===== src/rtl/ber_reg_pkg.sv =====
// Shared definitions for the BER register bridge: command-word fields, opcodes, FSM encoding.
package ber_reg_pkg;

  localparam int OPC_MSB = 31;
  localparam int OPC_LSB = 24;
  localparam int STB_BIT = 23;
  localparam int PAY_MSB = 22;

  localparam logic [7:0] OP_RESET      = 8'h01;
  localparam logic [7:0] OP_EN_TX      = 8'h02;
  localparam logic [7:0] OP_EN_RX      = 8'h03;
  localparam logic [7:0] OP_PHASE      = 8'h04;
  localparam logic [7:0] OP_SNAPSHOT   = 8'h05;
  localparam logic [7:0] OP_RD_ERR_LO  = 8'h06;
  localparam logic [7:0] OP_RD_ERR_HI  = 8'h07;
  localparam logic [7:0] OP_RD_BITS_LO = 8'h08;
  localparam logic [7:0] OP_RD_BITS_HI = 8'h09;
  localparam logic [7:0] OP_STATUS     = 8'h0A;
  localparam logic [7:0] OP_TSTAMP     = 8'h0B;

  typedef enum logic [1:0] {
    S_IDLE,
    S_EXEC,
    S_RST_PULSE,
    S_WAIT_LOW
  } state_t;

endpackage


===== src/rtl/ber_snapshot_reg.sv =====
// Coherent snapshot of the BER counters with a half-word read mux.
// With BER_REG_TIMESTAMP_EN defined, a cycle timestamp is captured alongside.
module ber_snapshot_reg
  import ber_reg_pkg::*;
#(
  parameter int NB_GPIO  = 32,
  parameter int NB_COUNT = 64
) (
  input  logic                clock,
  input  logic                i_reset,
  input  logic                i_capture,
  input  logic [NB_COUNT-1:0] i_bits_count,
  input  logic [NB_COUNT-1:0] i_error_count,
`ifdef BER_REG_TIMESTAMP_EN
  input  logic [31:0]         i_tstamp,
`endif
  input  logic [7:0]          i_rd_op,
  output logic [NB_GPIO-1:0]  o_rd_data
);

  logic [NB_COUNT-1:0] r_bits;
  logic [NB_COUNT-1:0] r_errs;
`ifdef BER_REG_TIMESTAMP_EN
  logic [31:0]         r_tstamp;
`endif

  always_ff @(posedge clock or negedge i_reset) begin
    if (!i_reset) begin
      r_bits   <= '0;
      r_errs   <= '0;
`ifdef BER_REG_TIMESTAMP_EN
      r_tstamp <= '0;
`endif
    end else if (i_capture) begin
      r_bits   <= i_bits_count;
      r_errs   <= i_error_count;
`ifdef BER_REG_TIMESTAMP_EN
      r_tstamp <= i_tstamp;
`endif
    end
  end

  always_comb begin
    o_rd_data = '0;
    case (i_rd_op)
      OP_RD_ERR_LO:  o_rd_data = r_errs[NB_GPIO-1:0];
      OP_RD_ERR_HI:  o_rd_data = r_errs[NB_COUNT-1:NB_GPIO];
      OP_RD_BITS_LO: o_rd_data = r_bits[NB_GPIO-1:0];
      OP_RD_BITS_HI: o_rd_data = r_bits[NB_COUNT-1:NB_GPIO];
`ifdef BER_REG_TIMESTAMP_EN
      OP_TSTAMP:     o_rd_data = NB_GPIO'(r_tstamp);
`endif
      default:       o_rd_data = '0;
    endcase
  end

endmodule


===== src/rtl/ber_reg_bridge.sv =====
// GPO/GPI command bridge to the BER checker: decodes strobed commands and drives BER controls.
// Optional BER_REG_TIMESTAMP_EN adds a free-running cycle timestamp captured on SNAPSHOT.
module ber_reg_bridge
  import ber_reg_pkg::*;
#(
  parameter int NB_GPIO      = 32,
  parameter int NB_COUNT     = 64,
  parameter int NB_PHASE     = 2,
  parameter int RESET_CYCLES = 4
) (
  input  logic                clock,
  input  logic                i_reset,
  input  logic [NB_GPIO-1:0]  i_gpo_data,
  input  logic [NB_COUNT-1:0] i_bits_count,
  input  logic [NB_COUNT-1:0] i_error_count,
  input  logic                i_led,
  output logic [NB_GPIO-1:0]  o_gpi_data,
  output logic                o_ack,
  output logic                o_reset_sinc,
  output logic                o_enable_tx,
  output logic                o_enable_rx,
  output logic [NB_PHASE-1:0] o_phase_sel
);

  localparam int CNT_W = $clog2(RESET_CYCLES + 1);

  state_t             r_state;
  state_t             w_next;
  logic               r_strobe_d;
  logic [7:0]         r_opcode;
  logic [PAY_MSB:0]   r_payload;
  logic [CNT_W-1:0]   r_rst_cnt;
  logic               r_invalid;
  logic               w_strobe;
  logic               w_rise;
  logic               w_exec;
  logic               w_valid;
  logic               w_is_read;
  logic [NB_GPIO-1:0] w_snap_rd;
  logic               w_unused_payload;

  assign w_strobe         = i_gpo_data[STB_BIT];
  assign w_rise           = w_strobe & ~r_strobe_d;
  assign w_exec           = (r_state == S_EXEC);
  assign w_unused_payload = ^r_payload[PAY_MSB:NB_PHASE];

`ifdef BER_REG_TIMESTAMP_EN
  logic [31:0] r_tstamp;
  always_ff @(posedge clock or negedge i_reset) begin
    if (!i_reset) r_tstamp <= '0;
    else          r_tstamp <= r_tstamp + 32'd1;
  end
`endif

  always_ff @(posedge clock or negedge i_reset) begin
    if (!i_reset) begin
      r_state    <= S_IDLE;
      r_strobe_d <= 1'b0;
      r_opcode   <= '0;
      r_payload  <= '0;
      r_rst_cnt  <= '0;
    end else begin
      r_state    <= w_next;
      r_strobe_d <= w_strobe;
      if (r_state == S_IDLE && w_rise) begin
        r_opcode  <= i_gpo_data[OPC_MSB:OPC_LSB];
        r_payload <= i_gpo_data[PAY_MSB:0];
      end
      if (r_state == S_RST_PULSE) r_rst_cnt <= r_rst_cnt + 1'b1;
      else                        r_rst_cnt <= '0;
    end
  end

  // ack and the reset pulse are pure state decodes so an async reset clears them at once
  always_comb begin
    w_next       = r_state;
    o_ack        = 1'b0;
    o_reset_sinc = 1'b0;
    case (r_state)
      S_IDLE:      if (w_rise) w_next = S_EXEC;
      S_EXEC:      w_next = (r_opcode == OP_RESET) ? S_RST_PULSE : S_WAIT_LOW;
      S_RST_PULSE: begin
        o_reset_sinc = 1'b1;
        if (r_rst_cnt == CNT_W'(RESET_CYCLES - 1)) w_next = S_WAIT_LOW;
      end
      S_WAIT_LOW:  begin
        o_ack = 1'b1;
        if (!w_strobe) w_next = S_IDLE;
      end
      default:     w_next = S_IDLE;
    endcase
  end

  always_comb begin
    w_valid   = 1'b1;
    w_is_read = 1'b0;
    case (r_opcode)
      OP_RESET, OP_EN_TX, OP_EN_RX, OP_PHASE, OP_SNAPSHOT, OP_STATUS: w_valid = 1'b1;
      OP_RD_ERR_LO, OP_RD_ERR_HI, OP_RD_BITS_LO, OP_RD_BITS_HI:      w_is_read = 1'b1;
`ifdef BER_REG_TIMESTAMP_EN
      OP_TSTAMP:                                                      w_is_read = 1'b1;
`endif
      default:                                                        w_valid = 1'b0;
    endcase
  end

  always_ff @(posedge clock or negedge i_reset) begin
    if (!i_reset) begin
      o_enable_tx <= 1'b0;
      o_enable_rx <= 1'b0;
      o_phase_sel <= '0;
      o_gpi_data  <= '0;
      r_invalid   <= 1'b0;
    end else if (w_exec) begin
      r_invalid <= ~w_valid;
      case (r_opcode)
        OP_EN_TX:  o_enable_tx <= r_payload[0];
        OP_EN_RX:  o_enable_rx <= r_payload[0];
        OP_PHASE:  o_phase_sel <= r_payload[NB_PHASE-1:0];
        OP_STATUS: o_gpi_data  <= NB_GPIO'({r_invalid, i_led, o_enable_rx});
        default:   if (w_is_read) o_gpi_data <= w_snap_rd;
      endcase
    end
  end

  ber_snapshot_reg #(
    .NB_GPIO  (NB_GPIO),
    .NB_COUNT (NB_COUNT)
  ) u_snap (
    .clock         (clock),
    .i_reset       (i_reset),
    .i_capture     (w_exec && (r_opcode == OP_SNAPSHOT)),
    .i_bits_count  (i_bits_count),
    .i_error_count (i_error_count),
`ifdef BER_REG_TIMESTAMP_EN
    .i_tstamp      (r_tstamp),
`endif
    .i_rd_op       (r_opcode),
    .o_rd_data     (w_snap_rd)
  );

endmodule


===== config.mk =====
export PLATFORM = sky130hd
export DESIGN_NAME = ber_reg_bridge
export DESIGN_NICKNAME = d
export VERILOG_FILES = /design/src/rtl/ber_reg_pkg.sv /design/src/rtl/ber_snapshot_reg.sv /design/src/rtl/ber_reg_bridge.sv
export SDC_FILE = /design/constraint.sdc
export NUM_CORES = 1
export LEC_CHECK = 0
export ABC_AREA = 1
export CAP_MARGIN = 20
export CORE_MARGIN = 5
export CORE_UTILIZATION = 26
export DETAILED_ROUTE_END_ITERATION = 10
export GPL_TIMING_DRIVEN = 1
export SYNTH_ARGS = -nofsm -noshare
export SYNTH_HDL_FRONTEND = slang
export SYNTH_SLANG_ARGS = --single-unit

===== constraint.sdc =====
create_clock -name clock -period 1.69 [get_ports clock]
set_clock_uncertainty 0.1 [all_clocks]
set_input_delay 0.169 -clock clock [delete_from_list [all_inputs] [get_ports clock]]
set_output_delay 0.169 -clock clock [all_outputs]
set_load 0.05 [all_outputs]

==> Yosys cells after proc, flatten, opt, wreduce, memory -nomap -nowiden <==
Cells that the tools add are included.
{ "word_totals": {"reg_bits": 181, "output_inout_bits": 38, "word_cells": 59} }
{ "op_classes": {"n_addsub": 1, "reduce_logical": 12, "eq_ne": 17, "muxes": 13, "bitwise": 4} }
{ "op_table": {"columns": ["op", "n"], "rows": [
  ["case mux 32 bit (4 select lines)", 1],
  ["case mux 32 bit (2 select lines)", 1],
  ["equality test 8 x 3 -> 1 bit (second input constant)", 4],
  ["two-way mux 32 bit", 1],
  ["equality test 8 x 4 -> 1 bit (second input constant)", 3],
  ["equality test 8 x 2 -> 1 bit (second input constant)", 2],
  ["OR reduction 10 bit", 1],
  ["equality test 8 x 1 -> 1 bit (second input constant)", 1],
  ["case mux 2 bit (4 select lines)", 1],
  ["two-way mux 2 bit", 3],
  ["AND reduction 2 bit", 3],
  ["AND reduction 3 bit", 2],
  ["two-way mux 1 bit", 5],
  ["equality test 2 bit (second input constant)", 2],
  ["!= test 2 bit (second input constant)", 2],
  ["OR reduction 4 bit", 1],
  ["adder 3 x 1 -> 3 bit (second input constant)", 1],
  ["equality test 3 x 2 -> 1 bit (second input constant)", 1],
  ["two-way mux 3 bit", 1],
  ["inverter 1 bit", 3],
  ["OR reduction 3 bit", 1],
  ["equality test 2 x 1 -> 1 bit (second input constant)", 1],
  ["logical AND 1 bit", 2],
  ["logical NOT 2 bit", 1],
  ["other kinds (3)", 3]
]} }

==> Logic depth before layout (Yosys ltp) <==
{ "logic_depth": {"word_depth": 5, "mapped_depth": 11} }

==> By module <==
Synthesis repeated with hierarchy kept, for this count alone.
{ "unflattened": {"cells_unflattened": 881, "hier_area_um2": 9091.2} }
{ "modules_own_cells": {"columns": ["mod", "area_per_inst_um2", "cells_per_inst", "instances", "seq_area_each_um2"], "rows": [
  ["ber_snapshot_reg", 6548.8, 605, 1, 3203.1],
  ["ber_reg_bridge", 2542.4, 276, 1, 1326.3]
]} }

==> Least setup slack after synthesis <==
Ideal clock, no wire load.
{ "synth_timing": {"path_type": "register -> register", "start": "reg r_state[0]", "end": "reg r_state[0]", "arrival_ps": 1575, "synth_period_minus_slack_ps": 1758, "slack_ps": -68, "path_buffers": 0, "stages_incl_launch_ff": 7, "t_required_ps": 1507, "setup_ps": 83, "cell_sequence": "dfrtp_1 inv_1 ha_1 inv_1 o211ai_1 o21ai_0 o21ai_0"} }
{ "synth_between": {"elab_chain_cells": 3} }
{ "synth_rtl": {"columns": ["element", "line", "source"], "rows": [
  ["start: declaration", "ber_reg_bridge.sv:27", "state_t r_state;"],
  ["start signal: assignment", "ber_reg_bridge.sv:63", "r_state <= w_next;"],
  ["equality test 2 bit / logical NOT 2 bit (equally long branches)", "ber_reg_bridge.sv:79", "case (r_state)"],
  ["!= test 2 x 1 -> 1 bit (no line) / != test 2 bit (equally long branches)", null, null],
  ["AND reduction 3 bit (no line)", null, null]
]} }
Several ways; a longest one is shown, not always the timed one.
A chain may end at the register's enable or synchronous reset.

==> Worst setup path after layout <==
{ "layout_timing": {"start": "reg r_opcode[7]", "end": "reg o_gpi_data[17]"} }
{ "layout_between": {"elab_chain_cells": 5} }
{ "layout_rtl": {"columns": ["element", "line", "source"], "rows": [
  ["start: declaration", "ber_reg_bridge.sv:30", "logic [7:0] r_opcode;"],
  ["start signal: assignment", "ber_reg_bridge.sv:66", "r_opcode <= i_gpo_data[OPC_MSB:OPC_LSB];"],
  ["equality test 8 x 3 -> 1 bit / equality test 8 x 4 -> 1 bit (equally long branches)", "ber_snapshot_reg.sv:45, ber_reg_bridge.sv:97", null],
  ["OR reduction 4 bit", null, null],
  ["two-way mux 1 bit", "ber_reg_bridge.sv:97", "case (r_opcode)"],
  ["nonzero test 2 bit (no line)", null, null],
  ["AND reduction 3 bit (no line)", null, null],
  ["end signal: assignment", "ber_reg_bridge.sv:120", "OP_STATUS: o_gpi_data <= NB_GPIO'({r_invalid, i_led, o_enable_rx});"],
  ["end signal: assignment", "ber_reg_bridge.sv:121", "default: if (w_is_read) o_gpi_data <= w_snap_rd;"],
  ["end: declaration", "ber_reg_bridge.sv:17", "output logic [NB_GPIO-1:0] o_gpi_data,"]
]} }
Several ways; a longest one is shown, not always the timed one. The select of a mux whose other input is x is not followed.

==> out/qor.txt <==
Post-synthesis sequential area ratio: 55.2%
Proportion of power drawn by the clock network: 24.9%
Cell Chain, Critical Path: nor2_4 -> nand2_4 -> inv_4 -> nand2_1 -> nand3_2 -> buf_4 -> nor2_4 -> nor2_4 -> buf_12 -> buf_12 -> nand2_1 -> nand2_1
Status: complete, but fails checks
Overflow after GRT: 0
Global-route wire length before repair: 39.8 mm
Maximum clock rate: 576 MHz
DIE AREA: 35200 um^2
Number of synthesized flops with an enable pin: 0
Dpl cell area: 10900 um^2
Failing checks: setup timing
Switching share of power: 36.1%
GRT Util Overall: 14.1%
Crit. End Element: flip-flop
RSZ-0062 raised after global routing: true
Final nets: 1392
Fin area: 12000 um^2
Post-route ant nets: 0
# DRC: 0
Max incr delay on CP: 0.41 ns
Lkg Pwr: 6.12 nW
Final antenna diode count: 0
Hold Fails Final Rpt: 0
Worst slack, placed: -0.140 ns
Clock slew at reported path FFs: 0.08 ns
CP Data Arrival Time: 2.01 ns
Reg-to-Reg Start: r_opcode[7]
# setup viols final: 44
Final WL: 26.2 mm
Synth Register Bits: 181
Routed length per instance: 16.0 um
Crit path launch type: flip-flop
Period minus WS final: 1.74 ns
Final Max Slew Viols: 0
Die width: 188 um
Layout cell share with drive strength beyond 1: 16.3%
GP Congestion: 0.769
Syn-to-layout area delta: 46.7%
P_sw: 0.00594 W
Starting DRC count in detailed routing: 430
CTS tree: built
CP Data Required Time: 1.96 ns
Pre-antenna DRT Iters: 5
Critical path's slowest cell: dfrtp_1
Ys flop type: dfrtp_1
Library cells used by synthesis: 24
Netlist area before placement: 8210 um^2
Async S/R FF share, synth: 100%
Core area: 31400 um^2
Die extent in y: 188 um
Logic pwr share: 32.3%
Via/cell ratio: 4.44
Clk sink count: 181
Setup WS post-layout: -0.0465 ns
Sequential Power Share: 42.8%
I/O Pins: 201
Synth Area per Inst: 8.23 um^2
Final period util: 103%
Max-cap violations: 0
Root Buffer: clkbuf_16
Row cnt: 65
Worst Tran Pin Value: 0.480 ns
Num CTS Buffers: 17
H-tree Lvls: 4
Initial Utilization: 26.1%
Largest net degree at the start of global routing: 127
Vias in the first global route: 7389
Internal Power: 0.0105 W
Initial antenna violation count: 0
Crit Path Max Fanout: 10
Launch point of the worst path: r_opcode[7]
Hold crit path type: input port to asynchronous set/reset pin
Slew headroom: 68.0%
Vias: 7269
Final HPWL from detailed placement: 16.7 mm
Port-buffer cells: 179
Syn Nets: 1167
VDD IR-drop max: 0.674 mV
Setup Crit Path Kind: flip-flop to flip-flop
Yosys warnings: 0
Clk_lat worst skew: 0.43 ns
Synth Instances: 997
Max clock buf depth: 2
Pwr dens: 1370 nW/um^2
## power by group through the flow
stage / sequential [W] / combinational [W] / clock, W
after floorplan: 0.00731 / 0.00249 / 0
after global placement: 0.00701 / 0.00486 / 0
after detailed placement: 0.00706 / 0.00498 / 0
after CTS: 0.00702 / 0.00526 / 0.00420
after global routing: 0.00723 / 0.00589 / 0.00440
final: 0.00704 / 0.00532 / 0.00409
## cells in the mapped netlist (2+ instances only)
cell / n / area (um^2)
buf_2: 40 / 200
inv_2: 6 / 22.5
nor2_1: 20 / 75.1
nor2_4: 3 / 33.8
buf_6: 2 / 22.5
o21ai_0: 31 / 155
nand4_1: 32 / 200
o21ai_1: 101 / 505
nand2_4: 2 / 22.5
a21oi_1: 11 / 55.1
nand2_1: 322 / 1210
buf_4: 8 / 60.1
nand3_1: 69 / 345
dfrtp_1: 181 / 4530
inv_1: 141 / 529
clkbuf_1: 4 / 15.0
ha_1: 7 / 87.6
nor2_2: 8 / 50.1
mux2_2: 4 / 45.0
## cell families (layout without fill, tap and decap cells)
kind of cell	count (synthesis)	after routing	share of synthesized area (%)
AND/OR/NAND/NOR	459	459	24.0
buffers and inverters	201	439	10.4
flip-flops	181	181	55.2
AO/OA/AOI/OAI	145	145	8.89
adder cells (fa/ha/maj)	7	7	1.07
multiplexers	4	4	0.549
## path summary, 6_finish.rpt
check / end / slack, ns / depth (start not counted)
setup / recovery: o_gpi_data[17] / -0.05 / 12
hold reg to reg: r_rst_cnt[0] / 0.35 / 1
min in group clock: u_snap.r_bits[36] / 0.17 / 3
max in group asynchronous: u_snap.r_bits[46] / 0.67 / 3
hold / removal: o_gpi_data[5] / 0.17 / 2
setup reg to reg: o_gpi_data[17] / -0.05 / 12
## cells in the final DEF, fill, tap and decap left out, drive strengths merged, types with 4 or more instances in the layout
cell type / Yosys / layout
clkbuf: 4 / 21
clkinv: 0 / 5
nand4: 33 / 33
clkdlybuf4s50: 0 / 140
mux2: 4 / 4
nand2: 324 / 324
a21oi: 11 / 11
nor2: 31 / 31
o21ai: 132 / 132
inv: 147 / 155
ha: 7 / 7
buf: 50 / 116
nand3: 70 / 70
dfrtp: 181 / 181
## stage by stage
stage | std cells | utilization [%] | total power [W] | TNS (ns) | hold WS, ns
floorplan | 997 | - | 0.00980 | 0 | -0.227
global placement | 1577 | 34.6 | 0.0119 | -1.52 | 0.0791
detailed placement | 1577 | 34.6 | 0.0120 | -3.10 | 0.0861
CTS | 1628 | 37.7 | 0.0165 | -0.800 | 0.146
global route | 1637 | 38.4 | 0.0175 | -6.26 | 0.158
finish | 1637 | 38.4 | 0.0165 | -0.905 | 0.167
## sequential cells by signal (all words and copies together) (netlist names)
| name | count |
|---|---|
| o_enable_rx | 1 |
| o_enable_tx | 1 |
| o_gpi_data | 32 |
| o_phase_sel | 2 |
| r_invalid | 1 |
| r_opcode | 8 |
| r_payload | 2 |
| r_rst_cnt | 3 |
| r_state | 2 |
| r_strobe_d | 1 |
| u_snap.r_bits | 64 |
| u_snap.r_errs | 64 |
## area by class of cell
cell class / instances / area [um^2]
fill: 3190 / 19400
tap: 402 / 503
sequential: 181 / 4530
multi-input combinational: 615 / 2990
timing repair buffer: 260 / 2870
clock inverter: 14 / 155
inverter: 147 / 557
clock buffer: 18 / 439
## layer usage
layer	GRT usage, %	part of all wire (%)	vias up
li1	-	-	3582
met1	17.8	43	3456
met2	24.2	50	198
met3	3.00	4.5	33
met4	4.52	1.8	0
met5	0	0	-
## worst max-delay path: cells and delay by family, from the launching register on
family / cells / cell delay (ns)
buf+inv: 4 / 0.46
flops: 1 / 0.41
simple gates: 8 / 0.69
## timing repair
item                       in CTS  in global routing
cloned                          4                  5
pin swaps                      15                  9
hold endpoints to repair      105                  0
gates resized for setup        27                 28
hold buffers                    1                  0
setup buffers                  16                  4
setup endpoints to repair      36                133
Power figures use the tool's default switching activity.
==> RTL change 1, RTL diff (config.mk and constraints unchanged) <==
Change the parameter `NB_PHASE` from 2 to 4.
--- a/src/rtl/ber_reg_bridge.sv
+++ b/src/rtl/ber_reg_bridge.sv
@@ -6,5 +6,5 @@
   parameter int NB_GPIO      = 32,
   parameter int NB_COUNT     = 64,
-  parameter int NB_PHASE     = 2,
+  parameter int NB_PHASE     = 4,
   parameter int RESET_CYCLES = 4
 ) (
Ports: changed (resized o_phase_sel); port bits go from 201 to 203. The function was not compared with the original's and may differ.
==> RTL change 1 against the original RTL <==
The run still ends with setup timing left; area after synthesis up 2.4%; die area is 2.3% higher; synthesized cell count rose by 3.0%; design area up 7.1%; core utilization grew 2.3 points; routed wire length grew 16%; maximum frequency fell by 8.1%; global-route usage grew 1.7 points; setup slack worse by 0.15 ns; sequential cell count up 4; total power grew 6.4%; largest cell class unchanged.
==> RTL change 1: results (changes against the original RTL) <==
largest net degree at the start of global routing=64 (-50%); top layer in use=met5; final setup violation count=164 (+270%); status=finished with violations; Post-CTS Resized=72 (+170%); share of cells above drive strength 1=23.48% (+7.2 points); port bufs=183 (+2.2%); GPL Wtd Cong=0.7973 (+3.7%); post-CTS setup buffer count=18 (+2); Seq/Total Area, Yosys=55.09% (-0.099 points); critical path fanouts, max=8 (-2); initial antenna violation count=2 (+2); Net Count, Synth=1,197 (+2.6%); initial DRC count=503 (+17%); Pleak=5.713 nW (-6.6%); setup ws final=-0.1998 ns (-0.1533 ns); M2 GR Usage=26.17% (+2.0 points); Synth cell types=23 (-4.2%); metal1 wirelength=13,490 µm (+19%); dominant cells by area after synthesis=dfrtp_1 55%, nand2_1 20%, nand3_1 12%; vias in the first global route=7,909 (+7.0%); met2 routed WL=14,620 µm (+11%); compound-cell area share of the yosys netlist=1.295% (-7.6 points); slew margin rel.=70.70% (+2.7 points); most common library cells after synthesis=452 x nand2_1, 197 x nand3_1, 185 x dfrtp_1; GR Layer Usage met3=4.037% (+1.0 points); first-pass GRT wire length=44,900 µm (+13%); Die W=189.8 µm (+1.1%); Critical Path AT=2.11 ns (+0.10 ns); failing checks=setup timing
-- RTL change 1: final cells by class --
type / instances / area [µm²] / area share, %
Inverter: 20 / 83.83 / 0.6500
Clock inverter: 13 / 131.4 / 1.019
Clock buffer: 19 / 452.9 / 3.512
Multi-Input combinational cell: 752 / 3867 / 29.99
Tap cell: 402 / 503.0 / 3.900
Timing Repair Buffer: 280 / 3229 / 25.04
Sequential cell: 185 / 4629 / 35.89
-- RTL change 1: metrics by stage --
stage	cells	TNS, ns	instance area (µm²)	hold WS, ns
after floorplan	1027	-2.472	8406	-0.2266
after global placement	1599	-42.62	11030	0.05752
after detailed placement	1599	-48.34	11030	0.06362
after CTS	1659	-23.70	12290	0.1394
after global routing	1671	-35.51	12900	0.1744
final	1671	-20.78	12900	0.1515
-- RTL change 1: power by group through the flow --
stage | combinational, W | clock (W) | sequential, W
floorplan | 0.00287 | 0 | 0.00749
finish | 0.00625 | 0.00400 | 0.00726
CTS | 0.00587 | 0.00412 | 0.00718
global route | 0.00687 | 0.00428 | 0.00744
global placement | 0.00535 | 0 | 0.00720
detailed placement | 0.00547 | 0 | 0.00721
-- RTL change 1: worst paths after layout --
check	startpoint	end	slack (ns)	cells after the start
max	r_opcode[4]	o_gpi_data[0]	-0.20	12
min	i_reset	r_payload[2]	0.15	2
max reg2reg	r_opcode[4]	o_gpi_data[0]	-0.20	12
min reg2reg	r_rst_cnt[0]	r_rst_cnt[0]	0.35	1
max in group asynchronous	i_reset	u_snap.r_errs[25]	0.68	3
min in group clock	i_bits_count[25]	u_snap.r_bits[25]	0.18	3
-- RTL change 1: logic make-up after synthesis --
family	Yosys count
AOI/OAI and AO/OA	21
buffers and inverters	91
muxes	4
DFF	185
and+or+nand+nor	719
adders and majority gates	7
==> RTL change 2, RTL diff (same settings) <==
Without the edit above. Encoding of `state_t`: now one-hot (4 bits for 4 states).
--- a/src/rtl/ber_reg_pkg.sv
+++ b/src/rtl/ber_reg_pkg.sv
@@ -19,9 +19,9 @@
   localparam logic [7:0] OP_TSTAMP     = 8'h0B;
 
-  typedef enum logic [1:0] {
-    S_IDLE,
-    S_EXEC,
-    S_RST_PULSE,
-    S_WAIT_LOW
+  typedef enum logic [3:0] {
+    S_IDLE      = 4'b0001,
+    S_EXEC      = 4'b0010,
+    S_RST_PULSE = 4'b0100,
+    S_WAIT_LOW  = 4'b1000
   } state_t;
 
Function: no difference found for any inputs over 4 cycles, from zero or initial values and one cycle with i_reset low; so few cycles prove little.
==> RTL change 2 against the original RTL <==
The flow still finishes with violations (setup timing); routed wire length rose by 22%; die area grew 0.30%; via count grew 9.5%; first-iteration DRC count grew 17%; combinational power is 20% higher; area after synthesis is 0.32% higher; setup slack lost 0.087 ns; sequential cell count rose by 2; design area up 9.0%; clock power grew 7.8%; total power grew 9.7%; highest routed layer is now met5.
==> RTL change 2: results (changes against the original RTL) <==
number of placed cells counting well taps=1,604 (+1.7%); Pleak=5.767 nW (-5.7%); Clock Path Buffers=2 (unchanged); largest net degree at the start of global routing=70 (-45%); first-pass GRT wire length=44,970 µm (+13%); Net Count, Synth=1,203 (+3.1%); final wirelength=31,910 µm (+22%); Avg Vias per Cell=4.734 (+6.6%); setup ws final=-0.1333 ns (-0.08678 ns); gr usage total=16.18% (+2.1 points); adder-cell share of the synthesized area=0.3040% (-0.76 points); initial DRC count=503 (+17%); post-route cell area=13,120 µm² (+9.0%); syn_area_per_cell=7.931 µm² (-3.6%); vias in the first global route=7,907 (+7.0%); VDD IR max=0.7179 mV (+6.5%); layout filler cell count=3,111 (-2.5%); XOR/XNOR share of the synthesized area=0% (unchanged); post-synthesis mux area share=0% (-0.55 points); compound-cell area share of the yosys netlist=0.6079% (-8.3 points); Main synth FF type=dfrtp_1; final setup violation count=173 (+290%); Synth cell types=18 (-25%); failing checks=setup timing; placed inst area=10,820 µm² (-0.47%); critical path fanouts, max=8 (-2); Synth async-reset ratio=100.0% (unchanged); nets=1,432 (+2.9%); drt first pass iters=5 (unchanged); DP HPWL=17,870 µm (+7.1%); Seq/Total Area, Yosys=55.64% (+0.45 points); sw power=0.006715 W (+13%); TNS Setup=-14.42 ns (-13.51 ns); slew margin rel.=73.37% (+5.4 points); largest family of logic cells by synthesized area=simple AND/OR/NAND/NOR gates; clock root buffer=clkbuf_16; GPL Wtd Cong=0.7967 (+3.6%); Critical Path AT=2.04 ns (+0.03 ns); routed len/inst=18.97 µm (+19%); dominant cells by area after synthesis=dfrtp_1 55%, nand2_1 22%, nand3_1 12%; share of cells above drive strength 1=30.70% (+14 points); HP Class=in2async; status=finished with violations; Diodes inserted=0 (unchanged); initial antenna violation count=4 (+4); most common library cells after synthesis=490 x nand2_1, 197 x nand3_1, 182 x dfrtp_1
RTL change 2: changes by cell type after synthesis, moves of 11 or more:
| cell | before | now |
|---|---|---|
| nand3_1 | 69 | 197 |
| o21ai_0 | 31 | 7 |
| inv_1 | 141 | 19 |
| a21oi_1 | 11 | 0 |
| clkbuf_1 | 4 | 23 |
| o21ai_1 | 101 | 0 |
| nand2_1 | 322 | 490 |
RTL change 2: critical path, delay by kind of cell, from the launching register on:
family,cells,cell delay (ns)
simple gates,5,0.57
flops,1,0.41
buf+inv,4,0.63
RTL change 2: worst paths after layout:
path	start	end	slack, ns	cells after the start
worst max-delay path	r_state[2]	u_snap.r_errs[2]	-0.13	9
max in group asynchronous	i_reset	r_state[0]	0.78	3
min in group clock	i_gpo_data[30]	r_opcode[6]	0.17	3
worst max register to register	r_state[2]	u_snap.r_errs[2]	-0.13	9
worst min-delay path	i_reset	u_snap.r_errs[3]	0.05	2
worst min register to register	r_rst_cnt[0]	r_rst_cnt[0]	0.34	1
RTL change 2: layer usage:
metal  up-vias  track usage, %  routed length [µm]
li1       3819               -                   -
met1      3879           21.41               14300
met2       228           27.20               15510
met3        28           4.002                1776
met4         8           3.077                 284
met5         -               0                  46
RTL change 2: kinds of logic after synthesis:
logic type / count (synthesis)
DFF: 183
buffers and inverters: 91
AOI/OAI and AO/OA: 9
and+or+nand+nor: 753
adders and majority gates: 2
RTL change 2: timing repair:
action,CTS,global route
cloned,6,18
hold endpoints to repair,182,0
resized for setup,43,265
setup buffers,13,9
setup endpoints to repair,172,178
hold buffers,1,0
pin swaps,11,18
RTL change 2: metrics by stage:
step / power, W / setup WS, ns
6_report: 0.01805 / -0.1333
2_1_floorplan: 0.009763 / -0.1482
4_1_cts: 0.01680 / -0.09949
3_3_place_gp: 0.01177 / -0.04274
3_5_place_dp: 0.01194 / -0.08228
5_1_grt: 0.01916 / -0.1881
RTL change 2: cell type report:
cell class              instances  area share, %
inverters                      21         0.6389
clock inverters                13          1.459
repair inverters                1        0.05722
multi-input cells             764          31.33
flip-flops and latches        183          34.94
repair buffers                279          24.37
well taps                     402          3.834
clock buffers                  19          3.376
RTL change 2: power groups by stage:
stage	registers (W)	logic [W]	clock network (W)
2_1_floorplan	0.00711	0.00265	0
3_3_place_gp	0.00683	0.00494	0
3_5_place_dp	0.00687	0.00507	0
4_1_cts	0.00682	0.00546	0.00452
5_1_grt	0.00741	0.00704	0.00471
6_report	0.00724	0.00640	0.00441
